[config.mk]
export PLATFORM = sky130hd
export DESIGN_NAME = router_fsm_ctrl
export DESIGN_NICKNAME = d
export VERILOG_FILES = /design/src/rtl/router_fsm_ctrl.sv
export SDC_FILE = /design/constraint.sdc
export NUM_CORES = 1
export LEC_CHECK = 0
export CORE_MARGIN = 3
export CORE_UTILIZATION = 40
export DETAILED_ROUTE_END_ITERATION = 7
export PLACE_DENSITY = 0.73
export SLEW_MARGIN = 10
export SYNTH_ARGS = -nofsm -noshare
export SYNTH_HDL_FRONTEND = slang
export SYNTH_SLANG_ARGS = --single-unit
export TNS_END_PERCENT = 10
[constraint.sdc]
create_clock -name clk -period 1.6 [get_ports clk]
set_input_delay 0.16 -clock clk [delete_from_list [all_inputs] [get_ports clk]]
set_output_delay 0.16 -clock clk [all_outputs]
set_load 0.01 [all_outputs]
[src/rtl/router_fsm_ctrl.sv]
// -----------------------------------------------------------------------------
// router_fsm_ctrl
// Packet-reception controller for the 1x3 router. Walks each packet through
// header decode, payload load, full-FIFO stall, parity load/check and the
// wait for a busy destination FIFO. Drives the register block strobes
// (lfd/ld/laf/rst_int) and the synchronizer controls (detect_add,
// write_enb_reg). All outputs are Moore outputs of the current state; they are
// registered from the next state so they line up with the state register.
// -----------------------------------------------------------------------------
module router_fsm_ctrl #(
  parameter int ADDR_W    = 2,
  parameter int NUM_PORTS = 3
) (
  input  logic              clk,
  input  logic              resetn,
  input  logic              pkt_valid,
  input  logic [ADDR_W-1:0] data_in,
  input  logic              fifo_full,
  input  logic              fifo_empty_0,
  input  logic              fifo_empty_1,
  input  logic              fifo_empty_2,
  input  logic              soft_reset_0,
  input  logic              soft_reset_1,
  input  logic              soft_reset_2,
  input  logic              parity_done,
  input  logic              low_pkt_valid,
  output logic              detect_add,
  output logic              lfd_state,
  output logic              ld_state,
  output logic              laf_state,
  output logic              full_state,
  output logic              write_enb_reg,
  output logic              rst_int_reg,
  output logic              busy
);

  typedef enum logic [2:0] {
    DECODE_ADDRESS     = 3'd0,
    LOAD_FIRST_DATA    = 3'd1,
    LOAD_DATA          = 3'd2,
    FIFO_FULL_STATE    = 3'd3,
    LOAD_AFTER_FULL    = 3'd4,
    LOAD_PARITY        = 3'd5,
    CHECK_PARITY_ERROR = 3'd6,
    WAIT_TILL_EMPTY    = 3'd7
  } state_t;

  typedef struct packed {
    logic detect_add;
    logic lfd_state;
    logic ld_state;
    logic laf_state;
    logic full_state;
    logic write_enb_reg;
    logic rst_int_reg;
    logic busy;
  } ctrl_t;

  localparam ctrl_t CTRL_RESET = '{detect_add: 1'b1, default: 1'b0};

  state_t            state;
  state_t            state_nxt;
  ctrl_t             ctrl;
  logic [ADDR_W-1:0] addr_lat;

  logic [NUM_PORTS-1:0] empty_vec;
  logic [NUM_PORTS-1:0] soft_vec;
  logic                 din_ok;
  logic                 din_empty;
  logic                 lat_empty;
  logic                 soft_hit;

  assign empty_vec = {fifo_empty_2, fifo_empty_1, fifo_empty_0};
  assign soft_vec  = {soft_reset_2, soft_reset_1, soft_reset_0};

  // Address 3 has no FIFO behind it; such headers are ignored.
  assign din_ok    = (data_in < ADDR_W'(NUM_PORTS));
  assign din_empty = din_ok && empty_vec[data_in];
  assign lat_empty = (addr_lat < ADDR_W'(NUM_PORTS)) && empty_vec[addr_lat];
  assign soft_hit  = (addr_lat < ADDR_W'(NUM_PORTS)) && soft_vec[addr_lat];

  // Moore output decode: one table row per state, strobes mutually exclusive.
  function automatic ctrl_t decode_ctrl(input state_t s);
    ctrl_t c;
    c = '0;
    case (s)
      DECODE_ADDRESS:     c.detect_add = 1'b1;
      LOAD_FIRST_DATA:    begin c.lfd_state = 1'b1; c.busy = 1'b1; end
      LOAD_DATA:          begin c.ld_state = 1'b1; c.write_enb_reg = 1'b1; end
      FIFO_FULL_STATE:    begin c.full_state = 1'b1; c.busy = 1'b1; end
      LOAD_AFTER_FULL:    begin c.laf_state = 1'b1; c.write_enb_reg = 1'b1; c.busy = 1'b1; end
      LOAD_PARITY:        begin c.write_enb_reg = 1'b1; c.busy = 1'b1; end
      CHECK_PARITY_ERROR: begin c.rst_int_reg = 1'b1; c.busy = 1'b1; end
      WAIT_TILL_EMPTY:    c.busy = 1'b1;
      default:            c = CTRL_RESET;
    endcase
    return c;
  endfunction

  // Next-state selection; soft reset of the latched port overrides everything.
  always_comb begin
    // NOTE: default assignment first so no path through the case leaves state_nxt unassigned (no latch).
    state_nxt = state;
    if (soft_hit) begin
      state_nxt = DECODE_ADDRESS;
    end else begin
      case (state)
        DECODE_ADDRESS: begin
          if (pkt_valid && din_ok)
            state_nxt = din_empty ? LOAD_FIRST_DATA : WAIT_TILL_EMPTY;
        end
        LOAD_FIRST_DATA: state_nxt = LOAD_DATA;
        LOAD_DATA: begin
          if (fifo_full)       state_nxt = FIFO_FULL_STATE;
          else if (!pkt_valid) state_nxt = LOAD_PARITY;
        end
        FIFO_FULL_STATE: begin
          if (!fifo_full) state_nxt = LOAD_AFTER_FULL;
        end
        LOAD_AFTER_FULL: begin
          if (parity_done)        state_nxt = DECODE_ADDRESS;
          else if (low_pkt_valid) state_nxt = LOAD_PARITY;
          else                    state_nxt = LOAD_DATA;
        end
        LOAD_PARITY:        state_nxt = CHECK_PARITY_ERROR;
        CHECK_PARITY_ERROR: state_nxt = fifo_full ? FIFO_FULL_STATE : DECODE_ADDRESS;
        WAIT_TILL_EMPTY: begin
          if (lat_empty) state_nxt = LOAD_FIRST_DATA;
        end
        default: state_nxt = DECODE_ADDRESS;
      endcase
    end
  end

  // State register with outputs registered alongside it from the next state.
  always_ff @(posedge clk or negedge resetn) begin
    if (!resetn) begin
      // NOTE: sequential state uses non-blocking assignments so every flop samples pre-edge values.
      state <= DECODE_ADDRESS;
      ctrl  <= CTRL_RESET;
    end else begin
      state <= state_nxt;
      ctrl  <= decode_ctrl(state_nxt);
    end
  end

  // Latch the destination of an accepted header for the wait and soft-reset paths.
  always_ff @(posedge clk or negedge resetn) begin
    if (!resetn) begin
      addr_lat <= '0;
    end else if (state == DECODE_ADDRESS && pkt_valid && din_ok) begin
      addr_lat <= data_in;
    end
  end

  assign detect_add    = ctrl.detect_add;
  assign lfd_state     = ctrl.lfd_state;
  assign ld_state      = ctrl.ld_state;
  assign laf_state     = ctrl.laf_state;
  assign full_state    = ctrl.full_state;
  assign write_enb_reg = ctrl.write_enb_reg;
  assign rst_int_reg   = ctrl.rst_int_reg;
  assign busy          = ctrl.busy;

endmodule

# [Yosys cells after proc, flatten, opt, wreduce, memory -nomap -nowiden]
# Cells that the tools add are included.
[totals] register_bits=13 input_bits=14 out_inout_bits=8 wordCells=63
[op_classes] n_lt_le_gt_ge=4 eq_ne=14 n_mux=25 n_reduce_logical=10
[op_table] operator="$mux 3" n=9
[op_table] operator="$eq 3x3->1 const B" n=8
[op_table] operator="$pmux 3 s8" n=1
[op_table] operator="$eq 3x2->1 const B" n=4
[op_table] operator="$mux 1" n=11
[op_table] operator="$bmux 1 s2" n=3
[op_table] operator="$eq 3x1->1 const B" n=2
[op_table] operator="$logic_and 1x1->1" n=6
[op_table] operator="$logic_not 3->1" n=2
[op_table] operator="$lt 2x3->1 const B" n=2
[op_table] operator="$reduce_or 6->1" n=1
[op_table] operator="$lt 2x2->1 const B" n=2
[op_table] operator="$reduce_or 3->1" n=1
[op_table] operator="$mux 2" n=1

# [Longest topological paths before layout]
[depth] ltp_word=10 ltp_mapped=6

# [Worst setup path before layout]
# Ideal clock, no wire load.
[synth_path] path_type="register to register" start="reg state[2]" end="reg ctrl, in the netlist write_enb_reg" arrival_time_ns=1.590 required_time_ns=1.505 setup_slack_ns=-0.085 path_stages_with_launch=5 path_buffers=0 period_less_slack_ns=1.685 cell_sequence="dfrtp_1 > or4b_4 > nand4b_4 > or4b_1 > o31ai_1"
[synth_between] elab_chain_len=7
[synth_rtl] item="from (decl)" line="61" rtl="state_t state;"
[synth_rtl] item="from (signal assigned)" line="142" rtl="state <= state_nxt;"
[synth_rtl] item="$mux 3" line="115" rtl="else if (!pkt_valid) state_nxt = LOAD_PARITY;"
[synth_rtl] item="$mux 3" line="114" rtl="if (fifo_full) state_nxt = FIFO_FULL_STATE;"
[synth_rtl] item="$pmux 3 s8 *" line="107" rtl="case (state)"
[synth_rtl] item="$mux 3 *" line="104" rtl="if (soft_hit) begin"
[synth_rtl] item="$eq 3x2->1 or $eq 3x3->1 (tied branches)" line="86" rtl="case (s)"
[synth_rtl] item="$reduce_or 3->1 (no line) *"
[synth_rtl] item="$mux 1 *" line="86"
[synth_rtl] item="to (signal assigned)" line="143" rtl="ctrl <= decode_ctrl(state_nxt);"
[synth_rtl] item="to (decl)" line="63" rtl="ctrl_t ctrl;"
# Mark *: on every way between the ends. The rest lies on a longest branch, timed or not.
# A chain may end at the register's enable or synchronous reset.

# [Worst setup path after layout]
[layout_path] start="reg state[0]" end="reg ctrl, in the netlist write_enb_reg"
# Same word-level chain as after synthesis.

==> qor.yml <==
grt:
  grt_usage: 0.1789
  grt_pass1_wl_um: 3346
  grt_pass1_vias: 749
  overflow: 0
  grt_max_degree: 14
  antenna_found_initial: 0
run_status:
  violations: "setup timing"
  status: "finished, violations left"
power_and_ir_drop:
  net-switching-power_mw: 0.8275
  clkPwrFrac: 0.087
  ir_drop_uv: 1099
  p_comb_frac: 0.654
  internal-power_mw: 1.387
  power.density_mw_per_mm2: 1749
  swShare: 0.3736
  seqPwrFrac: 0.259
  leakagePower_nw: 0.5633
  power.total_mw: 2.215
sta:
  skew_ps: 8.799
  worst_slew_pin_slew_ps: 540.5
  rsz0062_at_grt: "true"
  fin_crit_sh: 1.067
  setup_tns_ps: -113.9
  setup_viol: 2
  hold_viol: 0
  hold_ws_ps: 233.2
  slew_headroom: 0.6386
  slew_violations: 0
  post-route-min-period_ps: 1708
  fin_ws_ps: -107.7
  fmax_mhz: 585.6
detailed_routing:
  dr.pass1.iters: 4
  drt_iter0_drc: 18
  drc: 0
  vias: 716
  ant_nets: 0
  wl_per_cell_um: 13.94
  drt-total-wl_um: 1952
  via_per_inst: 5.114
clock_network:
  htree_levels: 1
  clk_path_buf_depth: 2
  root_buffer: "clkbuf_4"
  cts_tree: "yes"
  path_clk_slew_ps: 70
  cts_hold_buf: 0
  clk_latency_ps: 270
  clock_sinks: 13
  cts_buffers: 3
synthesis:
  yosysWarnings: 0
  synth_cell_type_count: 35
  avgSynthCellArea_um2: 11.05
  synth_commonest_cells: "dfrtp_1 (12), nand2_1 (5), nor3_1 (4)"
  synthArstFlopShare: 1.000
  synthTopCellsByArea: "dfrtp_1 (41%), mux2i_1 (4.1%), dfstp_2 (3.6%), nand4b_4 (3.3%), mux2_2 (3.1%)"
  synth_top_area_share: 0.4117
  synth_cells: 66
  synth.ff_latch_count: 13
  yosysTopAreaCell: "dfrtp_1"
  synth_fp_nets: 80
  synth.most_common_cell: "dfrtp_1"
  syn_area_um2: 729.5
  synth-edff-count: 0
  synth_top_flop_cell: "dfrtp_1"
  synth-seq-area-share: 0.4477
cells_and_area:
  instances_no_fill: 140
  num_antenna_cells: 0
  fin_util: 0.7857
  reg_top3: "state x3, addr_lat x2"
  drive_above_1_share: 0.4397
  nets: 131
  top_register: "state"
  fillers: 111
  syn_to_final_growth_pct: 73.58
  largest_reg_flops: 3
hold_path:
  hold_path_class: "in -> async"
setup_path:
  start_kind: "flop"
  crit_chain: "nor2b_4 -> or4b_4 -> nand4b_4 -> or4b_1 -> o31ai_1"
  crit_fanout: 3
  reg2reg_from: "state[0]$_DFF_PN0_"
  reg2reg_depth: 5
  cp.arrival_ps: 1890
  worst_ep_required_time_ps: 1780
  crit_family: "simple AND/OR/NAND/NOR gates"
  worstSetupPathType: "reg -> reg"
  end_kind: "flop"
  crit_path_top_delay_cell: "or4b_4"
  reg2reg_slack_ps: -110
  slowest_delay_ps: 490
  crit_buf_inv: 0
  r2r-end: "write_enb_reg$_DFF_PN0_"
placement:
  dp_hpwl_um: 1442
  place.gp.congestion: 0.7980
  io_buffer_count: 21
  place_inst: 133
die:
  rows: 14
  die_x_um: 48.71
  dieArea_mm2: 0.002372
  core_mm2: 0.001612
  die_h_um: 48.71
  start_util: 0.4526
  io_pins: 22
run:
  maxCapViolations: 0
per-layer routing:
metal  track usage  wire [um]  vias up
met2        0.3122       1063       24
met5             0          0        -
met3       0.06748        125        7
met1        0.1957        733      341
met4       0.06635         29        0
li1              -          -      344
cell families after synthesis:
kind of cell	after synthesis	share of synthesized area
compound gates	15	0.1612
buf+inv	5	0.03773
flops	13	0.4477
mux	5	0.07204
simple gates	28	0.2813
cell usage in the layout (no fill, tap or decap), drive strengths merged:
master and count:
nand4bb 1, nor4b 2, o31ai 2, o21ba 1, or4b 2, o21a 1, a31o 1, or2 1
o21bai 1, clkdlybuf4s50 20, nor3 4, dlymetal6s2s 1, nor4 1, a21oi 2, nor2 3, buf 27
nor2b 3, o221ai 1, dfstp 1, nand2b 2, o21ai 2, a21o 1, nand2 5, mux2 2
a211oi 1, clkbuf 4, nand4b 1, mux2i 3, inv 3, dfrtp 12, a31oi 2, and3 1
nand3b 2
final cells by class:
type,count,area (um^2),share of cell area
multi-input combinational,48,446.7,0.3528
inverter,3,11.26,0.008893
clock buffer,4,26.28,0.02075
sequential,13,329.1,0.2599
tap,24,30.03,0.02372
timing repair buffer,48,422.9,0.3340
worst max path at each step:
stage / startpoint / depth (start not counted) / endpoint / slack, ps
finish: state[0]$_DFF_PN0_ / 5 / write_enb_reg$_DFF_PN0_ / -110
global route: state[0]$_DFF_PN0_ / 5 / write_enb_reg$_DFF_PN0_ / -150
CTS: state[0]$_DFF_PN0_ / 5 / write_enb_reg$_DFF_PN0_ / -100
detailed placement: pkt_valid / 6 / write_enb_reg$_DFF_PN0_ / -370
global placement: pkt_valid / 6 / write_enb_reg$_DFF_PN0_ / -320
floorplan: state[0]$_DFF_PN0_ / 6 / write_enb_reg$_DFF_PN0_ / -80
stage by stage:
stage                     setup slack [ps]  cell area, um^2
after floorplan                     -83.97            729.5
after global placement              -320.2             1134
after detailed placement            -365.2             1134
after CTS                           -102.7             1236
after global routing                -152.0             1266
final                               -107.7             1266
timing repair:
action                                  4_1_cts  5_1_grt
endpoints found under the setup margin        8        8
pin swaps                                     6        1
gates resized for setup                      10        7
buffers inserted                              3        0
power by group through the flow:
| stage | combinational, mW | sequential, mW | clock, mW |
|---|---|---|---|
| final | 1.45 | 0.573 | 0.193 |
| after global placement | 1.18 | 0.564 | 0 |
| after global routing | 1.56 | 0.588 | 0.215 |
| after floorplan | 0.571 | 0.579 | 0 |
| after detailed placement | 1.21 | 0.567 | 0 |
| after CTS | 1.37 | 0.572 | 0.202 |
Note: power is estimated with default switching activity, not from simulation.
